## src/rtl/bcd_pkg.sv

```systemverilog
// Shared definitions for the serial BCD collector: FSM states, digit width
// and the active-high {a,b,c,d,e,f,g} 7-segment patterns.
package bcd_pkg;

   localparam int DIGIT_W = 4;

   typedef enum logic {
      IDLE  = 1'b0,
      SHIFT = 1'b1
   } state_e;

   localparam logic [6:0] SEG_0    = 7'b1111110;
   localparam logic [6:0] SEG_1    = 7'b0110000;
   localparam logic [6:0] SEG_2    = 7'b1101101;
   localparam logic [6:0] SEG_3    = 7'b1111001;
   localparam logic [6:0] SEG_4    = 7'b0110011;
   localparam logic [6:0] SEG_5    = 7'b1011011;
   localparam logic [6:0] SEG_6    = 7'b1011111;
   localparam logic [6:0] SEG_7    = 7'b1110000;
   localparam logic [6:0] SEG_8    = 7'b1111111;
   localparam logic [6:0] SEG_9    = 7'b1111011;
   localparam logic [6:0] SEG_DASH = 7'b0000001;

endpackage

```

## src/rtl/bcd_to_seg.sv

```systemverilog
// Combinational nibble to 7-segment decoder; non-BCD codes show a dash.
module bcd_to_seg
   import bcd_pkg::*;
(
   input  logic [DIGIT_W-1:0] nibble_i,
   output logic [6:0]         seg_o
);

   always_comb begin
      seg_o = SEG_DASH;
      case (nibble_i)
         4'd0:    seg_o = SEG_0;
         4'd1:    seg_o = SEG_1;
         4'd2:    seg_o = SEG_2;
         4'd3:    seg_o = SEG_3;
         4'd4:    seg_o = SEG_4;
         4'd5:    seg_o = SEG_5;
         4'd6:    seg_o = SEG_6;
         4'd7:    seg_o = SEG_7;
         4'd8:    seg_o = SEG_8;
         4'd9:    seg_o = SEG_9;
         default: seg_o = SEG_DASH;
      endcase
   end

endmodule

```

## src/rtl/bcd_serial_collector.sv

```systemverilog
// Reassembles LSB-first serial BCD digits, flags non-BCD codes and framing
// aborts, keeps a history of valid digits and drives a 7-segment pattern.
module bcd_serial_collector
   import bcd_pkg::*;
#(
   parameter int DIGITS = 2
)(
   input  logic                    Clk,
   input  logic                    Rst,
   input  logic                    Bit_In,
   input  logic                    Bit_Valid,
   input  logic                    First,
   output logic [DIGIT_W-1:0]      Digit,
   output logic                    Digit_Valid,
   output logic                    Digit_Err,
   output logic                    Frame_Err,
   output logic [6:0]              Seg,
   output logic [DIGIT_W*DIGITS-1:0] Bcd_Word
);

   state_e                      state_q;
   logic [1:0]                  cnt_q;
   logic [DIGIT_W-1:0]          sr_q;
   logic [DIGIT_W-1:0]          digit_q;
   logic                        digit_valid_q;
   logic                        digit_err_q;
   logic                        frame_err_q;
   logic [6:0]                  seg_q;
   logic [DIGIT_W*DIGITS-1:0]   word_q;

   logic [DIGIT_W-1:0]          nibble_d;
   logic [6:0]                  seg_d;
   logic [DIGIT_W*DIGITS-1:0]   word_d;

   // Nibble as it will be once the bit currently on Bit_In lands in bit 3.
   assign nibble_d = {Bit_In, sr_q[2:0]};

   bcd_to_seg u_seg (
      .nibble_i (nibble_d),
      .seg_o    (seg_d)
   );

   generate
      if (DIGITS == 1) begin : gen_single
         assign word_d = nibble_d;
      end else begin : gen_multi
         assign word_d = {word_q[DIGIT_W*DIGITS-5:0], nibble_d};
      end
   endgenerate

   always_ff @(posedge Clk or negedge Rst) begin
      if (!Rst) begin
         state_q       <= IDLE;
         cnt_q         <= 2'd0;
         sr_q          <= '0;
         digit_q       <= '0;
         digit_valid_q <= 1'b0;
         digit_err_q   <= 1'b0;
         frame_err_q   <= 1'b0;
         seg_q         <= SEG_0;
         word_q        <= '0;
      end else begin
         digit_valid_q <= 1'b0;
         frame_err_q   <= 1'b0;
         case (state_q)
            IDLE: begin
               if (Bit_Valid && First) begin
                  sr_q    <= {3'b000, Bit_In};
                  cnt_q   <= 2'd1;
                  state_q <= SHIFT;
               end
            end
            SHIFT: begin
               if (Bit_Valid) begin
                  if (First) begin
                     // Early First: drop the partial digit and restart on this bit.
                     sr_q        <= {3'b000, Bit_In};
                     cnt_q       <= 2'd1;
                     frame_err_q <= 1'b1;
                  end else if (cnt_q == 2'd3) begin
                     sr_q          <= nibble_d;
                     digit_q       <= nibble_d;
                     digit_err_q   <= (nibble_d > 4'd9);
                     seg_q         <= seg_d;
                     digit_valid_q <= 1'b1;
                     if (nibble_d <= 4'd9) begin
                        word_q <= word_d;
                     end
                     cnt_q   <= 2'd0;
                     state_q <= IDLE;
                  end else begin
                     sr_q[cnt_q] <= Bit_In;
                     cnt_q       <= cnt_q + 2'd1;
                  end
               end
            end
            default: begin
               state_q <= IDLE;
               cnt_q   <= 2'd0;
            end
         endcase
      end
   end

   assign Digit       = digit_q;
   assign Digit_Valid = digit_valid_q;
   assign Digit_Err   = digit_err_q;
   assign Frame_Err   = frame_err_q;
   assign Seg         = seg_q;
   assign Bcd_Word    = word_q;

endmodule

```

## config.mk

```make
export PLATFORM = sky130hd
export DESIGN_NAME = bcd_serial_collector
export DESIGN_NICKNAME = d
export VERILOG_FILES = /design/src/rtl/bcd_pkg.sv /design/src/rtl/bcd_to_seg.sv /design/src/rtl/bcd_serial_collector.sv
export SDC_FILE = /design/constraint.sdc
export NUM_CORES = 1
export LEC_CHECK = 0
export ABC_CLOCK_PERIOD_IN_PS = 1700
export BUFFER_PORTS_ARGS = -buffer_cell sky130_fd_sc_hd__buf_2
export CAP_MARGIN = 20
export CORE_AREA = 10 10 62 64
export CTS_BUF_LIST = sky130_fd_sc_hd__clkbuf_8
export DETAILED_ROUTE_END_ITERATION = 6
export DIE_AREA = 0 0 72 74
export PLACE_DENSITY = 0.76
export SLEW_MARGIN = 25
export SYNTH_ARGS = -nofsm -noshare
export SYNTH_HDL_FRONTEND = slang
export SYNTH_SLANG_ARGS = --single-unit
```

## constraint.sdc

```tcl
create_clock -name Clk -period 1.7 [get_ports Clk]
set_input_delay 0.17 -clock Clk [delete_from_list [all_inputs] [get_ports Clk]]
set_output_delay 0.17 -clock Clk [all_outputs]
set_load 0.02 [all_outputs]
```

# == Word level (Yosys, flattened, before mapping) ==
# Memory sizes are Yosys's and may differ from the RTL's. A register that Yosys moved wholly into a read port is not among the register bits.
# Index checks and enable logic that the tools add are counted.
# totals
register_bits,22
mem_bits_ro,112
inputBits,5
out_inout_bits,22
memories,1
# op_classes
n_addsub,1
order_cmp,4
eq_ne,4
muxes,25
n_bitwise,2
reduce_logical,7
# memory_table
name,words,word_bits,read_ports,rd_ports_with_merged_regs,write_ports,line,rtl
(no name shown),16,7,1,1,0,bcd_to_seg.sv:11,case (nibble_i)
# op_table
operator,n
$mux 4,4
$mux 1,12
$mux 2,4
$pmux 4 s2,1
$reduce_and 5->1,1
$bwmux 4,1
$gt 4x4->1 const B,1
$le 4x4->1 const B,1
$ne 2x2->1 const B,2
$pmux 2 s2,1
$reduce_and 4->1,1
$lt 2x3->1 const B,1
$ne 3x3->1 const B,1
$reduce_and 3->1,1
$add 2x1->2 const B,1
$demux 1 s2,1
$eq 2x2->1 const B,1
$ge 2x1->1 const B,1
$logic_and 1x1->1,2
$not 1->1,2
$pmux 1 s2,1
$reduce_and 2->1,1
$logic_not 1->1,1

# == Depth between registers and ports, before layout ==
# depth
ltp_word,9
ltp_mapped,6
ltp_nobuf,5

# == Cells and area by module ==
# From an unflattened synthesis, not the netlist that was laid out.
# unflattened
hier_cells,148
hier_area_um2,1452.6
# by_module_without_submodules
module,instances,cells_per_inst,area_each_um2,seq_area_each_um2
bcd_serial_collector,1,116,1237.4,708.2
bcd_to_seg,1,32,215.2,0.0

# == Worst setup path after synthesis ==
# No wires, ideal clock.
# synth_path
path_kind,register to register
start,reg sr_q[1]
end,"reg word_q[0], in the netlist Bcd_Word[0]"
setup_ns,0.125
arrival_ns,1.445
required_time_ns,1.575
slack_ns,0.131
stages_incl_launch_ff,6
period_less_slack_ns,1.569
cell_sequence,dfrtp_1 > inv_1 > ha_1 > o21bai_4 > a21oi_4 > mux2_2
# synth_between
elab_chain_len,2
# synth_rtl
element,line,rtl
start: declaration,bcd_serial_collector.sv:23,logic [DIGIT_W-1:0] sr_q;
start signal: assignment,bcd_serial_collector.sv:68,"sr_q <= {3'b000, Bit_In};"
start signal: assignment,bcd_serial_collector.sv:77,"sr_q <= {3'b000, Bit_In};"
start signal: assignment,bcd_serial_collector.sv:81,sr_q <= nibble_d;
$le 4x4->1,bcd_serial_collector.sv:86,if (nibble_d <= 4'd9) begin
$reduce_and 5->1 (no source line),--,
end signal: assignment,bcd_serial_collector.sv:87,word_q <= word_d;
end: declaration,bcd_serial_collector.sv:29,logic [DIGIT_W*DIGITS-1:0] word_q;
# Every way passes these cells.
# A chain may end at the register's enable or synchronous reset.

# == Final worst setup path ==
# layout_path
start,reg sr_q[0]
end,"reg word_q[1], in the netlist Bcd_Word[1]"
# Same word-level chain as after synthesis.

==> run summary <==
fraction of registers with async set or reset after synthesis -> 1.000
initial core utilization -> 0.5320
synthesized area per cell -> 11.24 µm²
status -> finished, final reports clean
flop2flop setup slack -> 0.11 ns
crit start category -> flip-flop
cell accounting for the most synthesized area -> dfrtp_1
Sum Neg Setup Slack -> 0 ns
slowest CP cell -> dfrtp_1
Mapped Nets -> 142
drt first pass iters -> 4
storage element area -> 708.2 µm²
Comb pwr share -> 0.464
nets -> 175
RSZ-0062 raised after global routing -> no
arrival time at the worst endpoint -> 1.76 ns
Slew HR -> 0.5858
First DRT Iteration DRCs -> 34
Leak -> 0.0008377 µW
Reg clk slew, reported paths -> 0.10 ns
delay of the slowest critical-path stage -> 0.44 ns
synthesized flop and latch total -> 28
Flop pwr share -> 0.393
vias per cell -> 5.566
drt drc -> 0
# diodes -> 0
Highest Clock Rate -> 629.0 MHz
routed wire length -> 3000 µm
most common cell in the netlist -> dfrtp_1
Die H -> 74 µm
Finished Core Util -> 0.6316
clock sink count -> 28
routed length per instance -> 15.87 µm
worst hold start -> Bit_In
Setup Crit Path Kind -> flip-flop to flip-flop
final hold vios -> 0
Die W -> 72 µm
Synth warnings -> 0
GPL Wtd Cong -> 0.9271
Final Cycle Share -> 0.9352
worst skew pair latency -> 0.28 ns
Power Internal -> 1746 µW
total gr overflow -> 0
post-synthesis cell count -> 126
# rows -> 19
Reg-to-Reg End -> Bcd_Word[1]$_DFFE_PN0P_
clock period minus worst slack -> 1.590 ns
R2R Path Start -> sr_q[0]$_DFFE_PN0P_
Post-Syn Area -> 1416 µm²
P&R area growth vs syn -> 18.73%
Synth cell types -> 34
CP Buf/Inv Count -> 1
CTS tree -> built
Min-Delay Path Depth -> 3
VDD IR max -> 1.091 mV
Fillers -> 226
crit-path cells -> inv_1 > ha_1 > o21bai_4 > a21oi_4 > mux2_2
Pwr per Cell Area -> 1728 nW/µm²
critical path fanouts, max -> 8
area of the multi-input gates -> 648.1 µm²
sequential-to-total area share from yosys stat -> 0.5000
core area -> 2663 µm²
top cell type's share of synthesized area -> 0.3887
DR vias -> 1052
CTS root buf -> clkbuf_8
Sw Pwr -> 1159 µW
CP Capture Type -> flip-flop
Clock power frac -> 0.142
CTS Buffer Depth -> 2
synth top area cells -> dfrtp_1 (39%), dfstp_2 (11%), ha_1 (9.7%)
Hold Crit Class -> input port to flip-flop
max_cap viols -> 0
area of the die -> 5328 µm²
Worst Tran Pin Value -> 0.6214 ns
largest net degree at the start of global routing -> 29
GR Util All Layers -> 0.1152
number of buffers created by CTS -> 3
antenna-violating nets left -> 0
kind of cell adding the most delay to the critical path -> flip-flops
setup violation total in the final timing report -> 0
H-tree Lvls -> 1
fin. max-slew vios -> 0
Post-synth EDFFs -> 0
vias in the first global route -> 1067
CP Data Required Time -> 1.87 ns
Worst R2R Path Depth -> 5
antenna violations before repair -> 0
Ports -> 27
Top FF cell, synth -> dfrtp_1
switching share of power -> 0.3990
detailed placement HPWL -> 2230 µm
Synth top cells by count -> dfrtp_1 (22), nand2_1 (14), ha_1 (11)
hold endpoint -> Digit_Err$_DFFE_PN0P_
PortBufs -> 26
Final Skew -> 0.006575 ns
layout cell share with drive strength beyond 1 -> 0.3797
first-pass GRT wire length -> 4933 µm
## metal layers
layer  part of all wire  global-route usage
met1               0.41              0.1359
met4              0.024             0.06667
met2               0.51              0.1814
met3              0.057             0.03723
met5                  0                   0
## placed cells by master (no fill, tap or decap), types with 4 or more instances in the layout
cell type | synthesis | routed
a21oi_1 | 4 | 4
buf_2 | 2 | 26
buf_4 | 1 | 7
clkbuf_8 | 0 | 4
dfrtp_1 | 22 | 22
dfstp_2 | 6 | 6
ha_1 | 11 | 10
inv_1 | 8 | 7
mux2_2 | 6 | 6
nand2_1 | 14 | 14
o21ai_0 | 8 | 8
o22a_1 | 4 | 4
## area by class of cell
class / instances / share of cell area
clock buffers: 4 / 0.03274
inverters: 8 / 0.02009
multi-input cells: 83 / 0.3854
flip-flops and latches: 28 / 0.4211
well taps: 31 / 0.02307
repair buffers: 34 / 0.1146
repair inverters: 1 / 0.002976
## through the flow
stage	worst slack (ns)	hold WS [ns]	instance area [µm²]	instances	total power, µW
after floorplan	0.1305	-0.1256	1416	126	2049
after global placement	0.1399	0.2051	1590	181	2446
after detailed placement	0.05223	0.2191	1590	181	2499
after CTS	0.02243	0.2386	1655	186	2916
after global routing	0.008888	0.2546	1682	189	3117
final	0.1102	0.2488	1682	189	2906
## registers in the layout, indices dropped and copies added (netlist names)
name and count:
Digit 4, state_q 1, Frame_Err 1, Seg 7, cnt_q 2, Digit_Valid 1, sr_q 3, Digit_Err 1
Bcd_Word 8
## cells by family (layout without fill, tap and decap cells)
kind of cell               Yosys count  in the layout  share of synthesized area
AOI/OAI and AO/OA                   34             34                     0.1908
and+or+nand+nor                     32             32                     0.1201
DFF                                 28             28                     0.5000
buffers and inverters               15             47                    0.04417
adders and majority gates           11             11                    0.09717
muxes                                6              6                    0.04770
## power groups by stage
stage	clock network [µW]	logic [µW]	registers, µW
floorplan	0	638	1410
global placement	0	1300	1150
detailed placement	0	1340	1160
CTS	422	1340	1150
global route	442	1490	1180
finish	413	1350	1140
## worst max-delay path by stage
stage	start	cells past startpoint	endpoint
global route	sr_q[1]$_DFFE_PN0P_	5	Bcd_Word[0]$_DFFE_PN0P_
CTS	cnt_q[1]$_DFFE_PN0P_	6	Seg[5]$_DFFE_PN1P_
global placement	cnt_q[1]$_DFFE_PN0P_	4	Bcd_Word[7]$_DFFE_PN0P_
finish	sr_q[0]$_DFFE_PN0P_	5	Bcd_Word[1]$_DFFE_PN0P_
detailed placement	cnt_q[1]$_DFFE_PN0P_	6	Seg[5]$_DFFE_PN1P_
floorplan	sr_q[1]$_DFFE_PN0P_	5	Bcd_Word[0]$_DFFE_PN0P_
## worst reg2reg max path, cell delays in order (launching register included)
cell      delay (ns)
dfrtp_1         0.44
inv_1           0.11
ha_1            0.22
o21bai_4        0.10
a21oi_4         0.25
mux2_2          0.37
## what timing repair did
item	4_1_cts	5_1_grt
resized for setup	0	2
hold buffers	1	0
endpoints found under the setup margin	0	15
hold endpoints to repair	22	0
setup buffers	0	2
No activity file was read; power rests on OpenSTA's default activity.
